<file path="src/rtl/seven_segment_capture.sv">
// seven_segment_capture: samples a multiplexed 2-anode/7-cathode bus, debounces each phase and demuxes it into per-digit registers.
// Define SEVEN_SEGMENT_CAPTURE_HEX_DECODE_EN to build the glyph-to-nibble decode (hex_x/is_hex_x); otherwise those outputs are 0.
module seven_segment_capture #(
   parameter int STABLE_CYCLES  = 64,
   parameter int TIMEOUT_CYCLES = 1048576
) (
   input  logic       i_clock,
   input  logic       i_reset,
   input  logic [1:0] i_anode_in,
   input  logic [6:0] i_segments_in,
   output logic [6:0] o_seg_1,
   output logic [6:0] o_seg_2,
   output logic [3:0] o_hex_1,
   output logic [3:0] o_hex_2,
   output logic       o_is_hex_1,
   output logic       o_is_hex_2,
   output logic       o_valid_1,
   output logic       o_valid_2,
   output logic       o_update,
   output logic       o_update_sel
);
   localparam logic [1:0]  IDLE        = 2'd0;
   localparam logic [1:0]  SETTLE      = 2'd1;
   localparam logic [1:0]  HELD        = 2'd2;
   localparam logic [15:0] STABLE_LAST = 16'(STABLE_CYCLES - 2);
   localparam logic [23:0] TO_LAST     = 24'(TIMEOUT_CYCLES - 1);
   logic [8:0]  r_sync1, r_sync2, r_prev;
   logic [15:0] r_cnt;
   logic [1:0]  r_state;
   logic        r_update, r_update_sel;
   logic        w_chg, w_anode_ok, w_capture;
   assign w_chg      = r_sync2 != r_prev;
   assign w_anode_ok = r_sync2[8] ^ r_sync2[7];
   // Capture fires on the edge where the counter reaches STABLE_CYCLES-1.
   assign w_capture  = r_state == SETTLE && !w_chg && r_cnt == STABLE_LAST;
`ifdef SEVEN_SEGMENT_CAPTURE_HEX_DECODE_EN
   function automatic logic [4:0] decode(input logic [6:0] p);
      case (p)
         7'h01:   decode = 5'h10;
         7'h4F:   decode = 5'h11;
         7'h12:   decode = 5'h12;
         7'h06:   decode = 5'h13;
         7'h4C:   decode = 5'h14;
         7'h24:   decode = 5'h15;
         7'h20:   decode = 5'h16;
         7'h0F:   decode = 5'h17;
         7'h00:   decode = 5'h18;
         7'h04:   decode = 5'h19;
         7'h08:   decode = 5'h1A;
         7'h60:   decode = 5'h1B;
         7'h31:   decode = 5'h1C;
         7'h42:   decode = 5'h1D;
         7'h30:   decode = 5'h1E;
         7'h38:   decode = 5'h1F;
         default: decode = 5'h00;
      endcase
   endfunction
`endif
   always_ff @(posedge i_clock) begin
      if (i_reset) begin
         r_sync1      <= '0;
         r_sync2      <= '0;
         r_prev       <= '0;
         r_cnt        <= '0;
         r_state      <= IDLE;
         r_update     <= 1'b0;
         r_update_sel <= 1'b0;
      end else begin
         r_sync1      <= {i_anode_in, i_segments_in};
         r_sync2      <= r_sync1;
         r_prev       <= r_sync2;
         r_cnt        <= w_chg ? 16'd0 : (r_cnt == 16'hFFFF ? r_cnt : r_cnt + 16'd1);
         r_state      <= w_chg ? (w_anode_ok ? SETTLE : IDLE) : (w_capture ? HELD : r_state);
         r_update     <= w_capture;
         r_update_sel <= w_capture ? r_sync2[8] : r_update_sel;
      end
   end
   for (genvar g = 0; g < 2; g++) begin : g_dig
      logic [6:0]  r_seg;
      logic        r_valid;
      logic [23:0] r_to;
      logic        w_cap, w_exp;
      assign w_cap = w_capture && r_sync2[8:7] == 2'(g + 1);
      assign w_exp = r_to == TO_LAST;
      always_ff @(posedge i_clock) begin
         r_to <= (i_reset || w_cap) ? 24'd0 : (r_to == 24'hFFFFFF ? r_to : r_to + 24'd1);
         if (i_reset || (w_exp && !w_cap)) begin
            r_seg   <= 7'h7F;
            r_valid <= 1'b0;
         end else if (w_cap) begin
            r_seg   <= r_sync2[6:0];
            r_valid <= 1'b1;
         end
      end
`ifdef SEVEN_SEGMENT_CAPTURE_HEX_DECODE_EN
      logic [4:0] r_dec;
      always_ff @(posedge i_clock) begin
         if (i_reset || (w_exp && !w_cap)) r_dec <= 5'h00;
         else if (w_cap) r_dec <= decode(r_sync2[6:0]);
      end
`endif
   end
   assign o_seg_1      = g_dig[0].r_seg;
   assign o_seg_2      = g_dig[1].r_seg;
   assign o_valid_1    = g_dig[0].r_valid;
   assign o_valid_2    = g_dig[1].r_valid;
   assign o_update     = r_update;
   assign o_update_sel = r_update_sel;
`ifdef SEVEN_SEGMENT_CAPTURE_HEX_DECODE_EN
   assign o_hex_1    = g_dig[0].r_dec[3:0];
   assign o_hex_2    = g_dig[1].r_dec[3:0];
   assign o_is_hex_1 = g_dig[0].r_dec[4];
   assign o_is_hex_2 = g_dig[1].r_dec[4];
`else
   assign o_hex_1    = 4'h0;
   assign o_hex_2    = 4'h0;
   assign o_is_hex_1 = 1'b0;
   assign o_is_hex_2 = 1'b0;
`endif
endmodule

</file>
<file path="config.mk">
export PLATFORM = sky130hd
export DESIGN_NAME = seven_segment_capture
export DESIGN_NICKNAME = d
export VERILOG_FILES = /design/src/rtl/seven_segment_capture.sv
export SDC_FILE = /design/constraint.sdc
export NUM_CORES = 1
export LEC_CHECK = 0
export BUFFER_PORTS_ARGS = -buffer_cell sky130_fd_sc_hd__buf_2
export CAP_MARGIN = 20
export CORE_UTILIZATION = 40
export DETAILED_ROUTE_END_ITERATION = 10
export SLEW_MARGIN = 5
export SYNTH_ARGS = -nofsm -noshare
export SYNTH_HDL_FRONTEND = slang
export SYNTH_SLANG_ARGS = --single-unit
export TNS_END_PERCENT = 30
</file>
<file path="constraint.sdc">
create_clock -name i_clock -period 2.97 [get_ports i_clock]
set_input_delay 0.594 -clock i_clock [delete_from_list [all_inputs] [get_ports i_clock]]
set_output_delay 0.594 -clock i_clock [all_outputs]
set_load 0.02 [all_outputs]
</file>
Yosys cells after proc, flatten, opt, wreduce, memory -nomap -nowiden
Index checks and enable logic that the tools add are counted.

Bits of input ports: 11. Logic and storage cells: 45. Register bits: 111. Output and inout bits: 28.

Reductions and logical operators: 15. Mux-type cells: 3. Add/subtract/negate cells: 3. Bitwise logic cells: 1. Eq/ne operators: 10.

Operators by type and width (count): $add 24x1->24 const B (2); $eq 24x20->1 const B (2); $eq 24x24->1 const B (2); $add 16x1->16 const B (1); $eq 16x16->1 const B (1); $eq 16x6->1 const B (1); $ne 9x9->1 (1); $logic_and 1x1->1 (6); $eq 2x1->1 const B (2); $logic_or 1x1->1 (4); $mux 2 (2); $logic_not 1->1 (3); $eq 2x2->1 const B (1); $reduce_bool 2->1 (1); $reduce_or 2->1 (1); $mux 1 (1); $xor 1x1->1 (1).

Depth between registers and ports, before layout
Depth in word-level cells: 8. Mapped depth: 9. Gate-level depth less buffers: 7.

Worst setup path before layout
Ideal clock, no wire load.

Kind: register -> register. Start: register r_cnt[0]. End: register g_dig[1].r_to[21]. Cell stages (with the launch flop): 9. Arrival: 1.944 ns. Period minus slack after synthesis: 2.059 ns. Library setup time: 0.115 ns. Required time: 2.855 ns. Buffers on the path: 1. Slack: 0.911 ns. Path through: dfxtp_1 inv_1 ha_1 or4b_4 or3_4 nor2_4 a31o_4 buf_6 nor2_1.

Word-level cells in the longest chain between the ends: 4.

Ends and longest elaborated chain: from (decl) (line 28) `logic [15:0] r_cnt;`; from (signal assigned) (line 72) `r_cnt <= w_chg ? 16'd0 : (r_cnt == 16'hFFFF ? r_cnt : r_cnt + 16'd1);`; $eq 16x6->1 (line 35) `assign w_capture = r_state == SETTLE && !w_chg && r_cnt == STABLE_LAST;`; $logic_and 1x1->1 (line 35); $logic_and 1x1->1 (line 83) `assign w_cap = w_capture && r_sync2[8:7] == 2'(g + 1);`; $logic_or 1x1->1 (line 86) `r_to <= (i_reset || w_cap) ? 24'd0 : (r_to == 24'hFFFFFF ? r_to : r_to + 24'd1);`; to (signal assigned) (line 86); to (decl) (line 81) `logic [23:0] r_to;`.

No other way between the ends. A chain may end at the register's enable or synchronous reset.

Worst setup path in the final report
Start: register r_cnt[0]. End: register g_dig[0].r_to[20].

Word-level cells in the longest chain between the ends: 4.

Ends and longest elaborated chain (line): $eq 16x6->1 (35); $logic_and 1x1->1 (35); $logic_and 1x1->1 (83); $logic_or 1x1->1 (86); to (signal assigned) (86); to (decl) (81).

No other way between the ends.

==> results.cfg <==
[timing]
holdWs_ns = 0.438
fin_crit_sh = 0.764
finalSetupTns_ns = 0
fin_worst_skew_ns = 0.00754
max_freq_mhz = 441
hold_viol = 0
finalMaxSlewViolations = 0
fin_crit_ns = 2.27
setup_viol = 0
tightest_slew_ns = 0.826
relSlewSlack = 0.447
rsz0062_at_grt = no

[worst_setup_path]
crit_path_start_kind = register
timing.critical_path.to_type = register
cp_max_fo = 24
cp.required_ns = 3.19
worstSetupPathType = reg2reg
critical_path_arrival_ns = 2.49

[yosys]
ys_types = 55
yosys_warnings = 0
synthArstFlopShare = 0
synth_top_cell_area_share = 0.448
synth_edf_count = 0
netlist_area_um2 = 4960
ys.flop_type = dfxtp_1
ys_ff_latch = 111
ys_top_cells_by_area = dfxtp_1 (45%), xnor2_1 (7.4%), nor2_1 (6.2%), nor2b_1 (3.5%), mux2i_1 (2.6%)
synth_top_cell_by_area = dfxtp_1
avgSynthCellArea_um2 = 9.21
syn_inst = 538
yosysSeqAreaShare = 0.448

[pwr]
p_sw_frac = 0.236
p_comb_frac = 0.040
seqPwrFrac = 0.544
leakagePower_nw = 1.93
p_per_area_nw_per_um2 = 512
power.net_switching_mw = 0.664
pwr-share-clk = 0.416
cellInternalPower_mw = 2.14
ir_worst_vdd_uv = 333

[clocking]
cts_tree = done
cts.repair.resized = 0
clk_path_buf_depth = 2
clk_pin_slew_ns = 0.07
cts.sinks = 111
cts_buffers = 9
cts_setup_buffers = 0
hold_buffers = 0
h-tree-depth = 3
insertion_delay_ns = 0.36
cts_root_buffer = clkbuf_16

[run_status]
status = complete, no violations

[die]
die_w_um = 113
core-area_um2 = 12100
placementRows = 40
dieArea_um2 = 12800
start_util = 0.411
ioPinCount = 39
die_y_um = 113

[route]
first_pass_iters = 4
antenna_left = 0
routed_wl_mm = 9.12
num_vias = 3674
route.detailed.drc = 0
post_drt_wl_per_cell_um = 12.4
vias_per_cell = 5.01
drt-initial-drc-count = 145

[finish]
layout_common_cells = dfxtp_1 (111), nor2_1 (82), xnor2_1 (42), nand2_1 (29)
antenna_cells = 0
layout-drive-gt1-share = 0.115
area_delta_synth_final_pct = 10.5
final_net_count = 577
mostFrequentLayoutCell = dfxtp_1

[place]
place.gp.congestion = 0.798
io_buffers = 28
dp_hpwl_mm = 6.38

[flow_run]
maxCapViolCount = 0

[hold_path]
worstHoldPathType = reg2reg

[grt]
grt_max_degree = 29
grt_first_pass_wirelength_mm = 15.7
grt_remaining_overflow = 0
grt_antenna_before_repair = 0
grtUsageTotal = 0.153
grt_pass1_vias = 3386
synthesized netlist by cell type, drive strengths merged, types with 6 or more instances:
cell and n:
nand3 21, ha 6, a21oi 24, and3 7, mux2i 13, o21ai 9
a211oi 8, or3 7, xor2 14, nand2 29, buf 17, and4 15
nor3 10, nand4 20, nor2b 28, nor4 7, xnor2 42, dfxtp 111
clkbuf 12, and2 7, nor2 85
metal layers:
metal / GRT usage / routed length [um]
met1: 0.193 / 4390
met2: 0.247 / 4320
met3: 0.0471 / 317
met4: 0.0518 / 99
met5: 0 / 0
critical path, cell delays in order (launching register included):
cell and delay (ns):
dfxtp_1 0.33, inv_1 0.09, ha_1 0.15, or4b_4 0.48
nor4_4 0.42, a31o_2 0.55, nor3_1 0.11
layout make-up:
class                      count  area, um2
clock buffer                  10        229
clock inverter                 6       60.1
fill                        1212       6580
inverter                       4       15.0
multi-input combinational    403       2580
sequential                   111       2220
tap                          168        210
timing repair buffer          31        163
registers in the layout, summed over array words and instances, names as in the netlist:
register and count:
r_cnt 16, o_valid_1 1, o_valid_2 1, r_prev 9, r_state 2, o_seg_2 7, r_sync1 9, o_seg_1 7
o_update_sel 1, o_update 1, g_dig.r_to 48, r_sync2 9
worst paths after layout:
kind              startpoint                end  slack [ns]  depth (start not counted)
hold reg to reg   r_sync1[2]         r_sync2[2]        0.44                          1
hold / removal    r_sync1[2]         r_sync2[2]        0.44                          1
setup reg to reg    r_cnt[0]  g_dig[0].r_to[20]        0.70                          6
setup / recovery    r_cnt[0]  g_dig[0].r_to[20]        0.70                          6
power by group through the flow:
stage	clock [mW]	sequential, mW	combinational [mW]
after CTS	1.21	1.53	0.115
final	1.17	1.53	0.113
after global placement	0	1.56	0.112
after global routing	1.26	1.53	0.127
after detailed placement	0	1.56	0.114
after floorplan	0	1.56	0.103
cell families (layout without fill, tap and decap cells):
group / count (synthesis) / after routing / share of synthesized area
simple gates: 252 / 252 / 0.283
flops: 111 / 111 / 0.448
compound gates: 65 / 65 / 0.0868
xor+xnor: 56 / 56 / 0.0990
buf+inv: 33 / 51 / 0.0381
mux: 14 / 14 / 0.0285
fa+ha+maj: 6 / 6 / 0.0151
other cells: 1 / 10 / 0.000757
through the flow:
stage	cell area (um2)	utilization	setup slack [ns]	power (mW)	std cells
final	5480	0.454	0.702	2.81	733
after global routing	5480	0.454	0.504	2.92	733
after CTS	5480	0.454	0.662	2.85	733
after detailed placement	5190	0.430	0.688	1.68	717
after global placement	5190	0.430	0.747	1.67	717
after floorplan	4990	-	0.911	1.66	547
Power figures use the tool's default switching activity.
